<file path="src/rtl/if_stage.sv">
// Instruction-fetch stage: PC register, next-PC selection, IF/ID pipeline register,
// and saturating stall/flush debug counters.
module if_stage #(
  parameter logic [31:0] RESET_PC  = 32'h0000_0000,
  parameter logic [31:0] NOP_INSTR = 32'h0000_0000
) (
  input  logic        clk,
  input  logic        rst,
  input  logic        PC_IFWrite,
  input  logic        Branch_taken,
  input  logic [31:0] BranchAddr,
  input  logic        Jump,
  input  logic [31:0] JumpAddr,
  input  logic        IF_flush,
  output logic [31:0] IMemAddr,
  input  logic [31:0] IMemData,
  output logic [31:0] PC,
  output logic [31:0] PC_id,
  output logic [31:0] Instruction_id,
  output logic        Valid_id,
  output logic [15:0] StallCnt,
  output logic [15:0] FlushCnt
);

  localparam logic [15:0] CNT_MAX = 16'hFFFF;

  function automatic logic [15:0] satInc(input logic [15:0] cnt);
    return (cnt == CNT_MAX) ? cnt : cnt + 16'd1;
  endfunction

  logic        redir;
  logic [31:0] targetSel;
  logic [31:0] redirTarget;
  logic [31:0] pcPlus4;

  // Branch wins over jump; targets are always word aligned.
  assign redir       = Branch_taken | Jump;
  assign targetSel   = Branch_taken ? BranchAddr : JumpAddr;
  assign redirTarget = targetSel & 32'hFFFF_FFFC;
  assign pcPlus4     = PC + 32'd4;
  assign IMemAddr    = PC;

  // ---- PC / IF-ID boundary ----
  always_ff @(posedge clk) begin
    if (rst) begin
      PC             <= RESET_PC;
      Instruction_id <= NOP_INSTR;
      PC_id          <= 32'd0;
      Valid_id       <= 1'b0;
      StallCnt       <= 16'd0;
      FlushCnt       <= 16'd0;
    end else if (redir) begin
      PC             <= redirTarget;
      Instruction_id <= NOP_INSTR;
      PC_id          <= 32'd0;
      Valid_id       <= 1'b0;
      FlushCnt       <= satInc(FlushCnt);
    end else if (IF_flush) begin
      if (PC_IFWrite) PC <= pcPlus4;
      Instruction_id <= NOP_INSTR;
      PC_id          <= 32'd0;
      Valid_id       <= 1'b0;
      FlushCnt       <= satInc(FlushCnt);
    end else if (!PC_IFWrite) begin
      StallCnt       <= satInc(StallCnt);
    end else begin
      PC             <= pcPlus4;
      Instruction_id <= IMemData;
      PC_id          <= pcPlus4;
      Valid_id       <= 1'b1;
    end
  end

endmodule

</file>
<file path="config.mk">
export PLATFORM = sky130hd
export DESIGN_NAME = if_stage
export DESIGN_NICKNAME = d
export VERILOG_FILES = /design/src/rtl/if_stage.sv
export SDC_FILE = /design/constraint.sdc
export NUM_CORES = 1
export LEC_CHECK = 0
export BUFFER_PORTS_ARGS = -buffer_cell sky130_fd_sc_hd__buf_2
export CORE_AREA = 5 5 119 121
export CTS_CLUSTER_DIAMETER = 30
export DETAILED_ROUTE_END_ITERATION = 7
export DIE_AREA = 0 0 124 126
export MAX_ROUTING_LAYER = met4
export PLACE_DENSITY = 0.81
export SYNTH_ARGS = -nofsm -noshare
export SYNTH_HDL_FRONTEND = slang
export SYNTH_SLANG_ARGS = --single-unit
</file>
<file path="constraint.sdc">
create_clock -name clk -period 4.3 [get_ports clk]
set_input_delay 0.43 -clock clk [delete_from_list [all_inputs] [get_ports clk]]
set_output_delay 0.43 -clock clk [all_outputs]
set_load 0.02 [all_outputs]
</file>
==> results by group, run 1 <==
Layout
  • Syn-to-layout area delta: 25.15%
  • Post-route cell area: 7900 um^2
  • Fin nets: 1036
  • Fill cells: 1192
  • Proportion of layout cells with a drive suffix above 1: 32.20%

Routing
  • Vias: 5978
  • Final ANT Viol Nets: 0
  • DRT iter0 DRCs: 424
  • Via-to-Cell Ratio: 5.323
  • Detailed-route wire length: 18680 um
  • DRC errors left: 0
  • Initial DRT Pass Iterations: 4
  • Routed wire length per instance: 16.63 um

Status
  • Status: complete, no violations

GRT
  • First-pass GRT wire length: 28710 um
  • Antenna violations before repair: 3
  • Largest net degree at the start of global routing: 82
  • Vias in the first global route: 5690
  • Tot GR Track Use: 23.91%
  • Gr ovfl total: 0

Synth
  • Mapped Area: 6312 um^2
  • Count leader, synth: dfxtp_1
  • Post-synth EDFFs: 0
  • Yosys top cell by area: dfxtp_1
  • Post-synthesis cell count: 735
  • Seq cells post-synth: 125
  • Async SR Flop Fraction: 0%
  • Top cell type's share of synthesized area: 39.64%
  • Seq/Total Area, Yosys: 39.64%
  • Synth warn: 0
  • Top post-synthesis cells by area: dfxtp_1, mux2i_1, nor2_1, xnor2_1, xor2_1
  • Ys flop type: dfxtp_1
  • Avg Cell Area, Syn: 8.588 um^2
  • Synth cell types: 57
  • Commonest cells post-synth: dfxtp_1, nor2_1, mux2i_1, xnor2_1, nand2_1

Clock tree
  • PostCTS Resize Cnt: 0
  • TritonCTS Sinks: 125
  • Hold Buf Count CTS: 0
  • Num CTS Buffers: 17
  • Root Driver: clkbuf_16
  • Buffer depth of the longest clock path: 2
  • Clk_lat worst skew: 0.41 ns
  • H-tree level count: 4
  • Clk pin slew, worst setup/hold paths: 0.06 ns
  • Post-CTS Setup Bufs: 0
  • CTS tree: yes

Worst hold path
  • Hold EP: Instruction_id[8]
  • Hold Crit Class: in -> reg
  • WHS Path Cells: 3
  • Hold path startpoint: IMemData[8]

Power
  • Leakage power: 3.458 nW
  • Worst vdd ir: 244.9 uV
  • Pwr Density: 363.0 nW/um^2
  • Overall power: 0.002868 W

STA
  • Slew headroom: 34.00%
  • Tcrit/Tclk final: 56.45%
  • Final setup TNS: 0 ns
  • Final Max Tran Viols: 0
  • Final hold violations: 0
  • Max Fclk: 0.4120 GHz
  • RSZ-0062 raised after global routing: false
  • Setup violators final: 0
  • Hold WS: 0.2504 ns
  • Final Skew: 0.008644 ns
  • Worst setup margin: 1.873 ns
  • Final min period: 2.427 ns
  • Worst slew pin tran: 0.9818 ns

Floorplan
  • # rows: 42
  • IO Count: 263
  • Die width: 124 um
  • Core area: 12980 um^2
  • Die Height: 126 um
  • Initial Util: 48.63%
  • Die Area: 15620 um^2

Worst setup path
  • Worst R2R Path Depth: 6
  • Critical path class: reg -> reg
  • Reg2reg start: IMemAddr[2]
  • Arrival time at the worst endpoint: 2.74 ns
  • Max FO, Critical Path: 9
  • Reg2reg end: IMemAddr[26]
  • CP endpoint kind: register
  • Startpoint Class: register
  • Worst Path Required: 4.62 ns
  • R2R setup slack: 1.87 ns
  • Critical path launch point: IMemAddr[2]

Placed design
  • Placement Setup Slack: 1.623 ns
  • Dpl cell area: 7357 um^2
  • Port bufs: 252
  • Placer Congestion: 0.8552
  • Post-DP HPWL: 13340 um

Run
  • Max-cap viol count: 0
layer usage:
metal | GRT usage, % | part of all wire, % | vias to the layer above
met5 | - | 0 | -
met1 | 27.09 | 40 | 2781
met2 | 41.52 | 51 | 211
met3 | 5.830 | 7.5 | 22
met4 | 6.894 | 1.4 | 0
li1 | - | - | 2964
through the flow:
step	instances	util (%)
finish	1123	60.86
detailed placement	1088	56.68
global route	1123	60.86
CTS	1120	60.81
global placement	1088	56.68
floorplan	740	-
registers in the layout (all words and copies together), names as in the netlist:
register,count
Instruction_id,32
StallCnt,16
PC_id,30
Valid_id,1
IMemAddr,30
FlushCnt,16
critical path: stages (launching register included):
cell	delay, ns
dfxtp_1	0.54
ha_1	0.31
and3_1	0.40
and4_1	0.46
nand4_1	0.16
xor2_1	0.20
a211oi_1	0.25
how the worst max path moves through the flow:
stage / slack, ns / end / depth (start not counted)
2_1_floorplan: 2.30 / IMemAddr[26] / 8
3_3_place_gp: 1.67 / Instruction_id[8] / 4
3_5_place_dp: 1.62 / Instruction_id[6] / 4
4_1_cts: 1.88 / IMemAddr[26] / 6
5_1_grt: 1.71 / IMemAddr[26] / 6
6_report: 1.87 / IMemAddr[26] / 6
cells in the final DEF, fill, tap and decap left out, types with 4 or more instances in the layout:
master,n
o22ai_1,22
mux2i_1,41
xor2_1,33
nor4_1,9
a21oi_1,32
nor2_1,101
clkinv_2,6
nand3_1,33
nand2_1,39
buf_2,251
nor3b_1,5
clkinv_4,4
and2_1,4
and3_1,8
a22oi_1,13
a211oi_1,19
inv_1,7
o21ai_0,34
dfxtp_1,125
nand4_1,20
buf_4,6
or3_1,6
xnor2_1,41
nor3_1,13
and4_1,7
conb_1,6
clkbuf_16,17
report_power, final:
part	internal (W)	switching [W]	total (W)
clock	0.000748	0.000537	0.00129
combinational	0.000133	0.000200	0.000333
sequential	0.00119	0.0000597	0.00125
total	0.00207	0.000798	0.00287
layout make-up:
cell class	instances	area [um^2]	share of cell area [%]
tap	176	220.2	2.787
sequential	125	2502	31.68
timing repair buffer	257	1301	16.47
antenna	3	7.507	0.09503
clock buffer	18	439.2	5.559
clock inverter	14	96.34	1.220
inverter	8	30.03	0.3801
multi-input combinational	522	3303	41.81
logic make-up after synthesis:
family	Yosys count	synth area share, %
and+or+nand+nor	267	21.86
AOI/OAI and AO/OA	131	12.75
DFF	125	39.64
buffers and inverters	93	8.325
xor gates and xnor gates	74	10.27
muxes	41	6.501
adders and majority gates	3	0.5947
other	1	0.05941
Power figures use the tool's default switching activity.
==> run 2, diff against run 1 <==
CORE_AREA = 5 5 120 122   (was 5 5 119 121)
DIE_AREA = 0 0 125 127   (was 0 0 124 126)
PLACE_DENSITY = 0.8   (was 0.81)
clock period = 2.35 ns   (was 4.3 ns; I/O delays follow)
==> run 2 against run 1 <==
Die area is 1.6% higher. Register-to-register slack worse by 1.6 ns. Via count is 2.6% higher. Sequential share of layout area is 1.0 points lower. Clock power is 130% higher. Sequential power is 81% higher. Utilization is 1.6 points higher. Combinational power is 100% higher. Non-clock buffer count is 20 higher. Final area is 3.4% higher. Sequential cell count stayed put. Clock-buffer cell count is 3 higher. Largest power group unchanged.
==> results by group, run 2 (synthesized netlist as in run 1, its figures left out) <==
STA
  • Final Skew: 0.008149 ns (was 0.008644 ns)
  • Final hold violations: 0 (unchanged)
  • Setup violators final: 0 (unchanged)
  • Max Fclk: 0.4817 GHz (was 0.4120 GHz)
  • Final Max Tran Viols: 0 (unchanged)
  • Final min period: 2.076 ns (was 2.427 ns)
  • Final setup TNS: 0 ns (unchanged)
  • Slew headroom: 40.28% (was 34.00%)
  • Tcrit/Tclk final: 88.35% (was 56.45%)
  • RSZ-0062 raised after global routing: false (unchanged)
  • Worst slew pin tran: 0.8958 ns (was 0.9818 ns)

Layout
  • Commonest non-fill, non-tap cell in the layout: buf_2 (unchanged)
  • Final Util: 62.44% (was 60.86%)
  • Post-route cell area: 8170 um^2 (was 7900 um^2)
  • Largest Register: Instruction_id (unchanged)
  • Syn-to-layout area delta: 29.44% (was 25.15%)
  • Number of flip-flops in the largest register: 32 (unchanged)
  • Fin nets: 1056 (was 1036)
  • Most frequent cells in the layout: buf_2, dfxtp_1, nor2_1, mux2i_1, xnor2_1 (unchanged)
  • Fill cells: 1143 (was 1192)
  • Proportion of layout cells with a drive suffix above 1: 33.51% (was 32.20%)

Floorplan
  • Die Height: 127 um (was 126 um)
  • IO Count: 263 (unchanged)
  • Die width: 125 um (was 124 um)
  • Initial Util: 48.24% (was 48.63%)
  • Core area: 13090 um^2 (was 12980 um^2)
  • Die Area: 15880 um^2 (was 15620 um^2)
  • # rows: 42 (unchanged)

Clock tree
  • Clk_lat worst skew: 0.41 ns (about the same)
  • Num CTS Buffers: 17 (unchanged)
  • H-tree level count: 4 (unchanged)
  • PostCTS Resize Cnt: 0 (unchanged)
  • Clk pin slew, worst setup/hold paths: 0.06 ns (about the same)
  • Root Driver: clkbuf_16 (unchanged)
  • Hold Buf Count CTS: 0 (unchanged)
  • TritonCTS Sinks: 125 (unchanged)
  • Post-CTS Setup Bufs: 0 (unchanged)
  • CTS tree: yes (unchanged)
  • Buffer depth of the longest clock path: 2 (unchanged)

Worst hold path
  • WHS Path Cells: 3 (unchanged)
  • Hold EP: Instruction_id[18] (was Instruction_id[8])
  • Hold Crit Class: in -> reg (unchanged)
  • Hold path startpoint: IMemData[18] (was IMemData[8])

Placed design
  • Post-DP HPWL: 14160 um (was 13340 um)
  • Dpl cell area: 7507 um^2 (was 7357 um^2)
  • Placer Congestion: 0.8699 (was 0.8552)
  • Port bufs: 252 (unchanged)

GRT
  • Gr ovfl total: 0 (unchanged)
  • Met1 GRT Util: 28.55% (was 27.09%)
  • First-pass GRT wire length: 30940 um (was 28710 um)
  • Met3 Usage GRT: 6.469% (was 5.830%)
  • Tot GR Track Use: 24.52% (was 23.91%)
  • Busiest grt layer: met2 (unchanged)
  • Antenna violations before repair: 2 (was 3)
  • Met2 GRT Util: 41.38% (was 41.52%)
  • Largest net degree at the start of global routing: 64 (was 82)
  • Vias in the first global route: 6059 (was 5690)

Routing
  • Routed wire length per instance: 16.94 um (was 16.63 um)
  • DRC errors left: 0 (unchanged)
  • Final ANT Viol Nets: 0 (unchanged)
  • Initial DRT Pass Iterations: 5 (was 4)
  • Detailed-route wire length: 19350 um (was 18680 um)
  • DRT iter0 DRCs: 450 (was 424)
  • Via-to-Cell Ratio: 5.371 (was 5.323)
  • Vias: 6134 (was 5978)

Worst setup path
  • Worst Path Required: 2.67 ns (was 4.62 ns)
  • Worst R2R Path Depth: 5 (was 6)
  • Critical path's most frequent cell: nand4_1
  • Slowest-stage cell, CP: dfxtp_1 (unchanged)
  • Reg2reg start: IMemAddr[7] (was IMemAddr[2])
  • Cells along the critical path: nand4_1 > nor4_4 > nand4_1 > xor2_1 > a211oi_1 (was ha_1 > and3_1 > and4_1 > nand4_1 > xor2_1 > a211oi_1)
  • Cell family with most CP delay: simple AND/OR/NAND/NOR gates (unchanged)
  • CP endpoint kind: register (unchanged)
  • Buffers & Inverters on Critical Path: 0 (unchanged)
  • Largest stage delay, worst path: 0.55 ns (was 0.54 ns)
  • Arrival time at the worst endpoint: 2.40 ns (was 2.74 ns)
  • R2R setup slack: 0.27 ns (was 1.87 ns)
  • Startpoint Class: register (unchanged)
  • Max FO, Critical Path: 10 (was 9)
  • Critical path class: reg -> reg (unchanged)
  • Reg2reg end: IMemAddr[19] (was IMemAddr[26])

Power
  • Pwr Density: 714.6 nW/um^2 (was 363.0 nW/um^2)
  • Worst vdd ir: 386.9 uV (was 244.9 uV)
  • Overall power: 0.005838 W (was 0.002868 W)
  • Leakage power: 3.613 nW (was 3.458 nW)

Run
  • Max-cap viol count: 0 (unchanged)

Status
  • Status: complete, no violations (unchanged)
==> run 2: cell count changes in the layout (fill, tap and decap cells not counted), moves of 2 or more <==
cell	change
buf_4	+20
bufinv_16	+5
clkbuf_8	+2
clkinv_2	-3
clkinv_4	-4
==> run 2: power breakdown <==
part	total (W)	internal [W]	switching (W)
Sequential	0.00226	0.00218	0.0000787
Clock	0.00291	0.00196	0.000948
Combinational	0.000673	0.000268	0.000406
Total	0.00584	0.00441	0.00143
==> run 2: routing by layer <==
layer / routed length [um] / share of wire (%)
met1: 7955 / 41
met2: 9444 / 49
met3: 1487 / 7.7
met4: 457 / 2.4
met5: 0 / 0
==> run 2: worst max-delay path by stage <==
stage          depth (start not counted)           end         from
2_1_floorplan                          8  IMemAddr[26]  IMemAddr[2]
3_3_place_gp                           5  IMemAddr[19]  IMemAddr[7]
3_5_place_dp                           5     PC_id[21]  IMemAddr[7]
4_1_cts                                5  IMemAddr[19]  IMemAddr[7]
5_1_grt                                5   StallCnt[0]  StallCnt[6]
6_report                               5  IMemAddr[19]  IMemAddr[7]
==> run 2: worst reg2reg max path: stages, from the launching register on <==
cell and delay [ns]:
dfxtp_1 0.55, nand4_1 0.35, nor4_4 0.54, nand4_1 0.16, xor2_1 0.17, a211oi_1 0.22
==> run 2: per-stage QoR <==
step / hold slack [ns] / setup WS (ns) / std cells
2_1_floorplan: 0.3789 / 0.3534 / 740
3_3_place_gp: 0.4431 / 0.3416 / 1108
3_5_place_dp: 0.4683 / 0.2945 / 1108
4_1_cts: 0.03995 / 0.2748 / 1140
5_1_grt: 0.05088 / 0.06551 / 1142
6_report: 0.05650 / 0.2739 / 1142
==> run 2: layout make-up <==
cell class,count,area [um^2],area share [%]
inverters,8,30.03,0.3675
well taps,176,220.2,2.695
multi-input cells,522,3303,40.43
clock buffers,21,470.5,5.758
flip-flops and latches,125,2502,30.63
repair buffers,277,1451,17.76
clock inverters,11,187.7,2.297
diodes,2,5.005,0.06126
==> run 3, diff against run 2 <==
--- a/constraint.sdc
+++ b/constraint.sdc
@@ -3,2 +3,2 @@
 set_output_delay 0.235 -clock clk [all_outputs]
-set_load 0.02 [all_outputs]
+set_load 0.05 [all_outputs]
==> run 3 against run 2 <==
Sequential cell count did not move. Utilization is 0.29 points lower. Via count is 0.15% lower. Register-to-register slack lost 0.02 ns. Highest routed layer unchanged. Combinational power is 33% higher. Largest power group unchanged. Global-route usage fell by 0.46 points. Worst setup slack got worse by 0.018 ns. Die area is the same. Sequential power about the same.
==> results by group, run 3 (synthesized netlist as in run 1, its figures left out) <==
Status
  • Status: complete, no violations (unchanged)

Routing
  • Initial DRT Pass Iterations: 5 (unchanged)
  • DRT iter0 DRCs: 346 (was 450)
  • DRC errors left: 0 (unchanged)
  • Vias: 6125 (was 6134)
  • Detailed-route wire length: 19210 um (was 19350 um)
  • Via-to-Cell Ratio: 5.363 (was 5.371)
  • Routed wire length per instance: 16.82 um (was 16.94 um)
  • Final ANT Viol Nets: 0 (unchanged)

GRT
  • Largest net degree at the start of global routing: 64 (unchanged)
  • Tot GR Track Use: 24.06% (was 24.52%)
  • Antenna violations before repair: 3 (was 2)
  • First-pass GRT wire length: 30210 um (was 30940 um)
  • Vias in the first global route: 5973 (was 6059)
  • Gr ovfl total: 0 (unchanged)

Clock tree
  • Buffer depth of the longest clock path: 2 (unchanged)
  • Num CTS Buffers: 17 (unchanged)
  • CTS tree: yes (unchanged)
  • Hold Buf Count CTS: 0 (unchanged)
  • H-tree level count: 4 (unchanged)
  • Root Driver: clkbuf_16 (unchanged)
  • TritonCTS Sinks: 125 (unchanged)
  • Post-CTS Setup Bufs: 0 (unchanged)
  • PostCTS Resize Cnt: 0 (unchanged)
  • Clk_lat worst skew: 0.42 ns (was 0.41 ns)
  • Clk pin slew, worst setup/hold paths: 0.06 ns (about the same)

Worst setup path
  • Max FO, Critical Path: 8 (was 10)
  • R2R setup slack: 0.26 ns (was 0.27 ns)
  • Arrival time at the worst endpoint: 2.37 ns (was 2.40 ns)
  • Worst Path Required: 2.62 ns (was 2.67 ns)
  • Largest stage delay, worst path: 0.62 ns (was 0.55 ns)
  • Buffers & Inverters on Critical Path: 1 (was 0)
  • Startpoint Class: register (unchanged)
  • Cells along the critical path: nand4_1 > nor4_2 > buf_4 > a211oi_1 > xnor2_1 > nor2_1 (was nand4_1 > nor4_4 > nand4_1 > xor2_1 > a211oi_1)
  • Slowest-stage cell, CP: nor4_2 (was dfxtp_1)
  • CP endpoint kind: register (unchanged)
  • Critical path class: reg -> reg (unchanged)
  • Cell family with most CP delay: simple AND/OR/NAND/NOR gates (unchanged)

STA
  • Final min period: 2.094 ns (was 2.076 ns)
  • Final hold violations: 0 (unchanged)
  • Final Max Tran Viols: 0 (unchanged)
  • Worst slew pin tran: 0.9006 ns (was 0.8958 ns)
  • Tcrit/Tclk final: 89.12% (was 88.35%)
  • Final setup TNS: 0 ns (unchanged)
  • Max Fclk: 0.4775 GHz (was 0.4817 GHz)
  • Final Skew: 0.01123 ns (was 0.008149 ns)
  • RSZ-0062 raised after global routing: false (unchanged)
  • Slew headroom: 39.96% (was 40.28%)
  • Setup violators final: 0 (unchanged)

Floorplan
  • Die Height: 127 um (unchanged)
  • Core area: 13090 um^2 (unchanged)
  • IO Count: 263 (unchanged)
  • Die width: 125 um (unchanged)
  • # rows: 42 (unchanged)
  • Initial Util: 48.24% (unchanged)
  • Die Area: 15880 um^2 (unchanged)

Layout
  • Most frequent cells in the layout: buf_2, dfxtp_1, nor2_1, mux2i_1, xnor2_1 (unchanged)
  • Post-route cell area: 8133 um^2 (was 8170 um^2)
  • Syn-to-layout area delta: 28.84% (was 29.44%)
  • Largest Register: Instruction_id (unchanged)
  • Final Util: 62.15% (was 62.44%)
  • Fin nets: 1055 (was 1056)
  • Commonest non-fill, non-tap cell in the layout: buf_2 (unchanged)
  • Proportion of layout cells with a drive suffix above 1: 33.33% (was 33.51%)
  • Number of flip-flops in the largest register: 32 (unchanged)
  • Post-Layout Cell Count: 1142 (unchanged)

Power
  • Pwr Density: 727.5 nW/um^2 (was 714.6 nW/um^2)
  • Leakage power: 3.588 nW (was 3.613 nW)
  • Worst vdd ir: 460.5 uV (was 386.9 uV)

Placed design
  • Dpl cell area: 7500 um^2 (was 7507 um^2)
  • Port bufs: 252 (unchanged)
  • Post-DP HPWL: 14110 um (was 14160 um)
  • Placer Congestion: 0.8726 (was 0.8699)
  • Cell count after placement: 1107 (was 1108)

Run
  • Max-cap viol count: 0 (unchanged)

Worst hold path
  • Hold Crit Class: in -> reg (unchanged)
==> run 3: cell types whose count changed in the layout (fill, tap and decap cells not counted), sizes merged <==
cell	before	now
buf	277	276
clkinvlp	3	4
bufinv	5	4
diode	2	3
==> run 3: tightest hold or removal path, stage by stage <==
cell and delay [ns]:
buf_2 0.07, mux2i_1 0.05, nor2_1 0.07
==> run 3: through the flow <==
step	total power, W	setup WS [ns]	hold WS (ns)
after global routing	0.006107	0.1157	0.05681
after detailed placement	0.003192	0.3289	0.4532
after CTS	0.005962	0.2968	0.03552
after floorplan	0.002976	0.1179	0.3789
final	0.005917	0.2556	0.04633
after global placement	0.003183	0.3534	0.4429
==> run 3: final cells by class <==
class | count | area, um^2
Fill cell | 1131 | 4952
Multi-Input combinational cell | 522 | 3303
Sequential cell | 125 | 2502
Timing Repair Buffer | 276 | 1444
Clock buffer | 21 | 460.4
Tap cell | 176 | 220.2
Clock inverter | 11 | 165.2
Inverter | 8 | 30.03
Antenna cell | 3 | 7.507
==> run 3: final timing paths <==
kind | depth (start not counted) | endpoint | start
max | 6 | StallCnt[11] | StallCnt[6]
min reg2reg | 2 | Valid_id | Valid_id
min | 3 | Instruction_id[17] | IMemData[17]
max reg2reg | 6 | StallCnt[11] | StallCnt[6]
==> run 3: metal layers <==
metal | part of all wire (%) | track usage, % | up-vias
met1 | 42 | 27.64 | 2843
li1 | - | - | 2998
met4 | 2.2 | 9.056 | 0
met2 | 49 | 40.71 | 247
met5 | 0 | - | -
met3 | 6.9 | 6.177 | 37
==> run 3: power by group <==
group	leakage (nW)	total, W	internal, W	switching, W
logic	2.28	0.000892	0.000266	0.000625
registers	1.02	0.00226	0.00218	0.0000808
clock network	0.295	0.00277	0.00182	0.000944
total	3.59	0.00592	0.00427	0.00165
